$ cat config.mk
export PLATFORM = sky130hd
export DESIGN_NAME = ibex_dummy_instr_burst
export DESIGN_NICKNAME = d
export VERILOG_FILES = /design/src/rtl/ibex_dummy_instr_burst_pkg.sv /design/src/rtl/ibex_dummy_lfsr.sv /design/src/rtl/ibex_dummy_instr_burst.sv
export SDC_FILE = /design/constraint.sdc
export NUM_CORES = 1
export LEC_CHECK = 0
export CORE_MARGIN = 1.5
export CORE_UTILIZATION = 39
export CTS_CLUSTER_SIZE = 24
export DETAILED_ROUTE_END_ITERATION = 16
export GPL_ROUTABILITY_DRIVEN = 0
export PLACE_DENSITY_LB_ADDON = 0.05
export SYNTH_ARGS = -nofsm -noshare
export SYNTH_HDL_FRONTEND = slang
export SYNTH_SLANG_ARGS = --single-unit
$ cat constraint.sdc
create_clock -name clk_i -period 9.1 [get_ports clk_i]
set_clock_uncertainty 0.2 [all_clocks]
set_input_delay 1.82 -clock clk_i [delete_from_list [all_inputs] [get_ports clk_i]]
set_output_delay 1.82 -clock clk_i [all_outputs]
set_load 0.01 [all_outputs]
$ cat src/rtl/ibex_dummy_instr_burst_pkg.sv
// Shared types and encoding helpers for the dummy-instruction burst generator.
// Instruction types follow the LFSR type field; encodings are RV32 R-type OP.
package ibex_dummy_instr_burst_pkg;

  typedef enum logic [1:0] {
    DUMMY_ADD = 2'd0,
    DUMMY_MUL = 2'd1,
    DUMMY_DIV = 2'd2,
    DUMMY_AND = 2'd3
  } dummy_instr_e;

  typedef enum logic {
    DUMMY_COUNT = 1'b0,
    DUMMY_BURST = 1'b1
  } dummy_state_e;

  localparam logic [6:0] OPCODE_OP     = 7'h33;
  localparam logic [6:0] FUNCT7_BASE   = 7'b0000000;
  localparam logic [6:0] FUNCT7_MULDIV = 7'b0000001;
  localparam logic [2:0] FUNCT3_ADD    = 3'b000;
  localparam logic [2:0] FUNCT3_DIV    = 3'b100;
  localparam logic [2:0] FUNCT3_AND    = 3'b111;

  // Starting at the LFSR-chosen type, take the first enabled type walking upwards (mod 4).
  function automatic dummy_instr_e dummy_type_sel(logic [1:0] start, logic [3:0] type_en);
    logic [1:0] idx;
    logic [1:0] sel;
    sel = start;
    for (int k = 3; k >= 0; k--) begin
      idx = start + 2'(k);
      if (type_en[idx]) sel = idx;
    end
    return dummy_instr_e'(sel);
  endfunction

  function automatic logic [31:0] dummy_encode(dummy_instr_e typ, logic [4:0] rs2,
                                               logic [4:0] rs1);
    logic [6:0] funct7;
    logic [2:0] funct3;
    funct7 = FUNCT7_BASE;
    funct3 = FUNCT3_ADD;
    case (typ)
      DUMMY_MUL: funct7 = FUNCT7_MULDIV;
      DUMMY_DIV: begin
        funct7 = FUNCT7_MULDIV;
        funct3 = FUNCT3_DIV;
      end
      DUMMY_AND: funct3 = FUNCT3_AND;
      default:   ;
    endcase
    return {funct7, rs2, rs1, funct3, 5'h00, OPCODE_OP};
  endfunction

endpackage

$ cat src/rtl/ibex_dummy_lfsr.sv
// Galois LFSR with XOR-accumulated seeding, a zero-lockup guard and synchronous setback.
// Seeding takes priority over stepping.
module ibex_dummy_lfsr #(
  parameter int unsigned      LfsrW       = 32,
  parameter logic [LfsrW-1:0] LfsrTaps    = 32'h80200003,
  parameter logic [LfsrW-1:0] DefaultSeed = 32'hACE1ACE1
) (
  input  logic             clk_i,
  input  logic             rst_i,
  input  logic             setback_i,
  input  logic             seed_en_i,
  input  logic [LfsrW-1:0] seed_i,
  input  logic             advance_i,
  output logic [LfsrW-1:0] lfsr_o
);

  logic [LfsrW-1:0] lfsr_q;
  logic [LfsrW-1:0] seed_q;
  logic [LfsrW-1:0] seed_d;
  logic [LfsrW-1:0] lfsr_step;

  assign seed_d    = seed_q ^ seed_i;
  assign lfsr_step = {1'b0, lfsr_q[LfsrW-1:1]} ^ (lfsr_q[0] ? LfsrTaps : '0);

  // NOTE: sequential state uses non-blocking assignments so every register samples pre-edge values.
  always_ff @(posedge clk_i or posedge rst_i) begin
    if (rst_i) begin
      lfsr_q <= DefaultSeed;
      seed_q <= '0;
    end else if (setback_i) begin
      lfsr_q <= DefaultSeed;
      seed_q <= '0;
    end else if (seed_en_i) begin
      seed_q <= seed_d;
      // An all-zero state would lock the LFSR, so fall back to the default seed.
      lfsr_q <= (seed_d == '0) ? DefaultSeed : seed_d;
    end else if (advance_i) begin
      lfsr_q <= lfsr_step;
    end
  end

  assign lfsr_o = lfsr_q;

endmodule

$ cat src/rtl/ibex_dummy_instr_burst.sv
// Dummy-instruction generator for the IF stage: inserts pseudo-random R-type ALU/MD
// instructions after a masked random timeout, optionally as bursts of up to four.
module ibex_dummy_instr_burst
  import ibex_dummy_instr_burst_pkg::*;
#(
  parameter int unsigned      CntW        = 5,
  parameter int unsigned      LfsrW       = 32,
  parameter logic [LfsrW-1:0] LfsrTaps    = 32'h80200003,
  parameter logic [LfsrW-1:0] DefaultSeed = 32'hACE1ACE1
) (
  input  logic             clk_i,
  input  logic             rst_i,
  input  logic             setback_i,
  input  logic             dummy_instr_en_i,
  input  logic [CntW-1:0]  dummy_instr_mask_i,
  input  logic [3:0]       dummy_type_en_i,
  input  logic [1:0]       burst_len_max_i,
  input  logic             dummy_instr_seed_en_i,
  input  logic [LfsrW-1:0] dummy_instr_seed_i,
  input  logic             stat_clr_i,
  input  logic             fetch_valid_i,
  input  logic             id_in_ready_i,
  output logic             insert_dummy_instr_o,
  output logic [31:0]      dummy_instr_data_o,
  output logic [15:0]      dummy_insert_cnt_o
);

  logic [LfsrW-1:0] lfsr;
  logic [CntW-1:0]  lfsr_cnt;
  logic [4:0]       lfsr_op_a;
  logic [4:0]       lfsr_op_b;
  logic [1:0]       lfsr_type;
  logic [1:0]       lfsr_burst;

  dummy_state_e     state_q;
  logic [CntW-1:0]  cnt_q;
  logic [1:0]       remain_q;
  logic [15:0]      stat_q;

  logic [CntW-1:0]  threshold;
  logic [1:0]       blen;
  logic             valid_type;
  logic             insert;
  logic             accept;
  logic             cnt_en;

  ibex_dummy_lfsr #(
    .LfsrW      (LfsrW),
    .LfsrTaps   (LfsrTaps),
    .DefaultSeed(DefaultSeed)
  ) u_lfsr (
    .clk_i    (clk_i),
    .rst_i    (rst_i),
    .setback_i(setback_i),
    .seed_en_i(dummy_instr_seed_en_i),
    .seed_i   (dummy_instr_seed_i),
    .advance_i(accept),
    .lfsr_o   (lfsr)
  );

  assign lfsr_cnt   = lfsr[CntW-1:0];
  assign lfsr_op_a  = lfsr[CntW+4:CntW];
  assign lfsr_op_b  = lfsr[CntW+9:CntW+5];
  assign lfsr_type  = lfsr[CntW+11:CntW+10];
  assign lfsr_burst = lfsr[CntW+13:CntW+12];

  generate
    if (LfsrW > CntW + 14) begin : g_spare_bits
      logic unused_lfsr_bits;
      assign unused_lfsr_bits = ^lfsr[LfsrW-1:CntW+14];
    end
  endgenerate

  assign valid_type = |dummy_type_en_i;
  assign threshold  = lfsr_cnt & dummy_instr_mask_i;
  assign blen       = lfsr_burst & burst_len_max_i;

  // NOTE: every combinational output gets a default before the case so no latch is inferred.
  always_comb begin
    insert = 1'b0;
    case (state_q)
      DUMMY_COUNT: insert = dummy_instr_en_i & valid_type & (cnt_q == threshold);
      DUMMY_BURST: insert = dummy_instr_en_i & valid_type;
      default:     insert = 1'b0;
    endcase
  end

  assign accept = insert & id_in_ready_i;
  assign cnt_en = dummy_instr_en_i & id_in_ready_i & (fetch_valid_i | insert);

  always_ff @(posedge clk_i or posedge rst_i) begin
    if (rst_i) begin
      state_q  <= DUMMY_COUNT;
      cnt_q    <= '0;
      remain_q <= '0;
    end else if (setback_i) begin
      state_q  <= DUMMY_COUNT;
      cnt_q    <= '0;
      remain_q <= '0;
    end else begin
      case (state_q)
        DUMMY_COUNT: begin
          if (cnt_en) cnt_q <= insert ? '0 : cnt_q + CntW'(1);
          // Burst length comes from the LFSR value that produced this dummy.
          if (accept && (blen != 2'd0)) begin
            state_q  <= DUMMY_BURST;
            remain_q <= blen;
          end
        end
        DUMMY_BURST: begin
          if (!(dummy_instr_en_i && valid_type)) begin
            state_q  <= DUMMY_COUNT;
            cnt_q    <= '0;
            remain_q <= '0;
          end else if (accept) begin
            if (remain_q == 2'd1) begin
              state_q  <= DUMMY_COUNT;
              cnt_q    <= '0;
              remain_q <= '0;
            end else begin
              remain_q <= remain_q - 2'd1;
            end
          end
        end
        default: state_q <= DUMMY_COUNT;
      endcase
    end
  end

  always_ff @(posedge clk_i or posedge rst_i) begin
    if (rst_i) begin
      stat_q <= '0;
    end else if (setback_i || stat_clr_i) begin
      stat_q <= '0;
    end else if (accept && (stat_q != 16'hFFFF)) begin
      stat_q <= stat_q + 16'd1;
    end
  end

  assign insert_dummy_instr_o = insert;
  assign dummy_instr_data_o   = dummy_encode(dummy_type_sel(lfsr_type, dummy_type_en_i),
                                             lfsr_op_b, lfsr_op_a);
  assign dummy_insert_cnt_o   = stat_q;

endmodule

== After elaboration in Yosys (flattened, before gate mapping) ==
Cells that the tools add are included.
Cells by class
  $add $sub $neg: 6
  $lt $le $gt $ge: 4
  eq/ne operators: 10
  multiplexer cells: 43
  bitwise operators: 11
  reductions and logical operators: 13
Operators by type and width (number)
  $mux 32: 7
  $logic_not 32->1: 1
  $mux 16: 2
  $xor 31x32->32: 1
  $xor 32x32->32: 1
  $mux 5: 6
  $mux 2: 9
  $add 16x1->16 const B: 1
  $ne 16x16->1 const B: 1
  $lt 2x3->1 const B: 4
  $mux 1: 10
  $pmux 5 s2: 1
  $bmux 1 s2: 4
  $ne 3x3->1 const B: 2
  $pmux 3 s2: 1
  $reduce_bool 2->1: 3
  $add 5x1->5 const B: 1
  $and 1x1->1: 5
  $and 5x5->5: 1
  $eq 5x5->1: 1
  $add 2x2->2 const B: 2
  $eq 2x1->1 const B: 2
  $eq 2x2->1 const B: 2
  $ne 4x3->1 const B: 1
  other kinds (15): 18
Word-level totals
  register bits: 88
  input port bits: 51

== Longest topological paths before layout ==
  word-level depth: 10
  depth in mapped cells: 8

== Hierarchy ==
From an unflattened synthesis, not the netlist that was laid out.
Unflattened totals
  cells, all modules: 558
  area total of the unflattened synthesis: 5198.7 um2
By module, submodules not included
  ibex_dummy_lfsr: instances 1, cells an instance 328, area an instance 3248.1 um2
  ibex_dummy_instr_burst: instances 1, cells an instance 230, area an instance 1950.6 um2

== Worst setup path after synthesis ==
OpenSTA, ideal clock, no wires.
  path type: in2out
  start point: input port dummy_instr_mask_i[0]
  end point: output port insert_dummy_instr_o
  arrival time: 3.000 ns
  required time: 7.080 ns
  slack: 4.080 ns
  stages: 5
  buffers on the path: 1
  cell sequence: a21oi_1 > o22ai_1 > o31ai_4 > clkbuf_1 > and2_1
Between the ends
  cells in the longest elaborated chain, start to end: 4
RTL lines
  start, declared: line ibex_dummy_instr_burst.sv:15  | input logic [CntW-1:0] dummy_instr_mask_i,
  $and 5x5->5: line ibex_dummy_instr_burst.sv:75  | assign threshold = lfsr_cnt & dummy_instr_mask_i;
  $eq 5x5->1: line ibex_dummy_instr_burst.sv:82  | DUMMY_COUNT: insert = dummy_instr_en_i & valid_type & (cnt_q == threshold);
  $and 1x1->1: line ibex_dummy_instr_burst.sv:82
  $pmux 1 s2: line ibex_dummy_instr_burst.sv:81  | case (state_q)
  end, declared: line ibex_dummy_instr_burst.sv:23  | output logic insert_dummy_instr_o,
No other way between the ends.

== Worst setup path in the final report ==
Ends and elaborated chain as after synthesis.

==> summary.txt <==
Status
  • Outcome: finished, final reports clean

Critical path
  • Most frequent CP cell: clkdlybuf4s50_1
  • Reg2Reg Depth: 7
  • CP Launch Type: input port
  • R2r setup slk: 6.09 ns
  • Crit path cell chain: clkdlybuf4s50_1 -> and3_1 -> o22ai_1 -> o31ai_4 -> buf_4 -> and2_1 -> clkdlybuf4s50_1
  • Worst setup EP type: primary output
  • CP max stage delay: 0.53 ns
  • RR Startpoint: u_lfsr.lfsr_o[0]
  • Worst EP arrival: 4.08 ns
  • Crit Path Max Fanout: 45
  • Critical Path RT: 7.08 ns
  • Critical path class: input port to primary output
  • RR Endpoint: u_lfsr.lfsr_o[21]
  • Slowest CP cell: clkdlybuf4s50_1

Final layout
  • Finished Layout Cells: 781
  • Fin nets: 660
  • Fill count: 1235
  • Fin util: 48.6%
  • Layout cell share with drive strength beyond 1: 8.21%
  • Area grow syn2layout: 21.4%
  • Diode count: 0

Clock tree
  • Clk sinks: 88
  • CTS tree: yes
  • Clock insertion delay at the later pin of the skew report: 0.34 ns
  • Root cell of the clock tree: clkbuf_16
  • Clock slew at the register clock pins of the worst setup and hold paths: 0.06 ns
  • CTS Buf Count: 9
  • Post-CTS Setup Inserts: 0
  • Longest Clk Path Bufs: 2
  • Post-CTS Resized: 0
  • CTS Hold Bufs: 0
  • H-tree depth: 3

Place
  • Detailed placement HPWL: 8.70 mm
  • Placed cells: 765
  • DP Worst Slack: 3.02 ns
  • Port-buffer cells: 81

Worst hold path
  • WHS Path Cells: 1
  • Hold Startpoint: u_lfsr.lfsr_o[26]
  • Hold crit path type: flip-flop to flip-flop
  • Worst Hold Path EP: u_lfsr.lfsr_o[26]

Drt
  • DRC violations left: 0
  • Drt wl/cell: 16.5 um
  • Post-route ant nets: 0
  • Via count: 4146
  • Starting DRT DRC Count: 325
  • Pre-Repair DR Iteration Count: 5
  • WL final: 12.8 mm
  • Vias per cell: 5.31

Synthesis
  • Main flop type after synthesis: dfrtp_1
  • Seq cells post-synth: 88
  • Synth Warn #: 0
  • Synthesized area: 0.00507 mm^2
  • Post-synthesis sequential area ratio: 43.8%
  • Post-synth cell types: 47
  • Cells after Synth: 549
  • Number of flops mapped to enable cells by yosys: 0
  • Synth async-reset ratio: 100%
  • Avg Inst Size Synth: 9.23 um^2

STA
  • Crit path time final: 6.10 ns
  • FMAX: 0.164 GHz
  • Total negative slack: 0 ns
  • Max-slew violations: 0
  • Setup-failing EPs final: 0
  • Final Hold Fails: 0
  • Period Utilization, post-route: 67.0%
  • Final worst setup slack: 3.00 ns
  • Slew Limit Headroom: 42.3%
  • RSZ-0062 raised after global routing: no
  • Worst-margin pin slew: 0.866 ns

Floorplanning
  • Die Ht: 117 um
  • Die width: 117 um
  • I/O pin count: 100
  • Initial Utilization: 40.0%
  • # rows: 41
  • DIE AREA: 0.0137 mm^2
  • Core Box Area: 0.0127 mm^2

Power and ir drop
  • Max IR drop VDD: 0.0693 mV
  • P per Cell Area: 172 mW/mm^2
  • Leak: 0.00260 uW

Global route
  • Vias in the first global route: 4025
  • Pin count of the biggest net entering global routing: 68
  • Initial antenna violation count: 0
  • Gr usage total: 19.8%
  • Global route total overflow: 0
  • First-pass GRT wire length: 20.9 mm

Flow run
  • Max-cap violations: 0
[state kept, by name (all words and copies together) (netlist names)]
name                flops
u_lfsr.lfsr_o          32
u_lfsr.seed_q          32
dummy_insert_cnt_o     16
cnt_q                   5
remain_q                2
state_q                 1
[power breakdown]
group | switching [uW] | internal, uW
Sequential | 30.1 | 427
Clock | 153 | 227
Combinational | 124 | 94.4
[worst max-delay path by stage]
stage	startpoint	to	cells after the start
after floorplan	dummy_instr_mask_i[0]	insert_dummy_instr_o	5
after global placement	dummy_instr_mask_i[0]	insert_dummy_instr_o	7
after detailed placement	dummy_instr_mask_i[0]	insert_dummy_instr_o	7
after CTS	dummy_instr_mask_i[0]	insert_dummy_instr_o	7
after global routing	dummy_instr_mask_i[0]	insert_dummy_instr_o	7
final	dummy_instr_mask_i[0]	insert_dummy_instr_o	7
[per-stage QoR]
stage	area, um^2	total power (uW)	hold slack, ns
global placement	5850	679	0.300
finish	6150	1060	0.315
global route	6150	1110	0.325
detailed placement	5850	683	0.305
floorplan	5130	608	0.294
CTS	6150	1070	0.314
[cell type report]
| type | instances | area (um^2) | area share (%) |
|---|---|---|---|
| clock buffer | 13 | 260 | 4.23 |
| clock inverter | 3 | 40.0 | 0.651 |
| inverter | 6 | 23.8 | 0.386 |
| multi-input combinational | 412 | 2540 | 41.4 |
| sequential | 88 | 2220 | 36.1 |
| tap | 172 | 215 | 3.50 |
| timing repair buffer | 87 | 846 | 13.7 |
[layout by cell type, fill, tap and decap left out, types with 3 or more instances in the layout]
master           synthesis  final
a22o_1                   4      4
and2_1                   4      4
nand2_1                 65     65
o21ai_0                  5      5
a21o_1                  16     16
clkdlybuf4s50_1          0     79
xor2_1                  44     44
nand3_1                 16     16
o31ai_1                  5      5
conb_1                   2     18
a21oi_1                 28     28
dfstp_2                 16     16
nor2b_1                  4      4
clkinv_2                 0      3
a31oi_1                 30     30
or4_1                    3      3
nand4_1                 14     14
nor3_1                   5      5
clkbuf_16                0      9
xnor2_1                 34     34
buf_4                   30      6
a211oi_1                 3      3
nor4_1                   4      4
or2_2                    4      4
ha_1                     5      5
inv_1                    6      5
a221oi_1                15     15
nor2_1                  52     52
and3_1                  11     11
dfrtp_1                 72     72
[layer usage]
layer  vias to the layer above  share of wire (%)  GRT usage [%]
met3                        11                4.8           2.83
met2                       109                 49           32.6
met1                      2036                 45           26.6
met5                         -                  0              0
li1                       1990                  -              -
met4                         0                1.5           7.47
[kinds of logic after synthesis]
family	count (synthesis)	synth area share, %
muxes	1	0.222
DFF	88	43.8
other	2	0.148
AOI/OAI and AO/OA	121	16.7
xor gates and xnor gates	78	13.5
and+or+nand+nor	189	17.2
adders and majority gates	5	1.23
buffers and inverters	65	7.13
[synth_stat cells, drive strengths merged (4+ instances only)]
cell / instances / area [um^2]
dfrtp: 72 / 1800
nand2: 65 / 244
nor2: 52 / 195
xor2: 44 / 385
buf: 34 / 245
xnor2: 34 / 298
a31oi: 30 / 188
a21oi: 29 / 149
clkbuf: 25 / 93.8
nand3: 17 / 90.1
a21o: 16 / 120
dfstp: 16 / 420
a221oi: 15 / 131
nand4: 14 / 87.6
and3: 11 / 68.8
o31ai: 7 / 71.3
inv: 6 / 22.5
ha: 5 / 62.6
nor3: 5 / 25.0
o21ai: 5 / 25.0
or2: 5 / 31.3
a22o: 4 / 35.0
and2: 4 / 25.0
nor2b: 4 / 25.0
nor4: 4 / 25.0
[worst max-delay path, delay by kind of cell]
kind | cells | cell delay [ns]
AND/OR/NAND/NOR | 2 | 0.35
AO/OA/AOI/OAI | 2 | 0.43
buffers and inverters | 3 | 1.46
(Power assumes the default switching activity.)
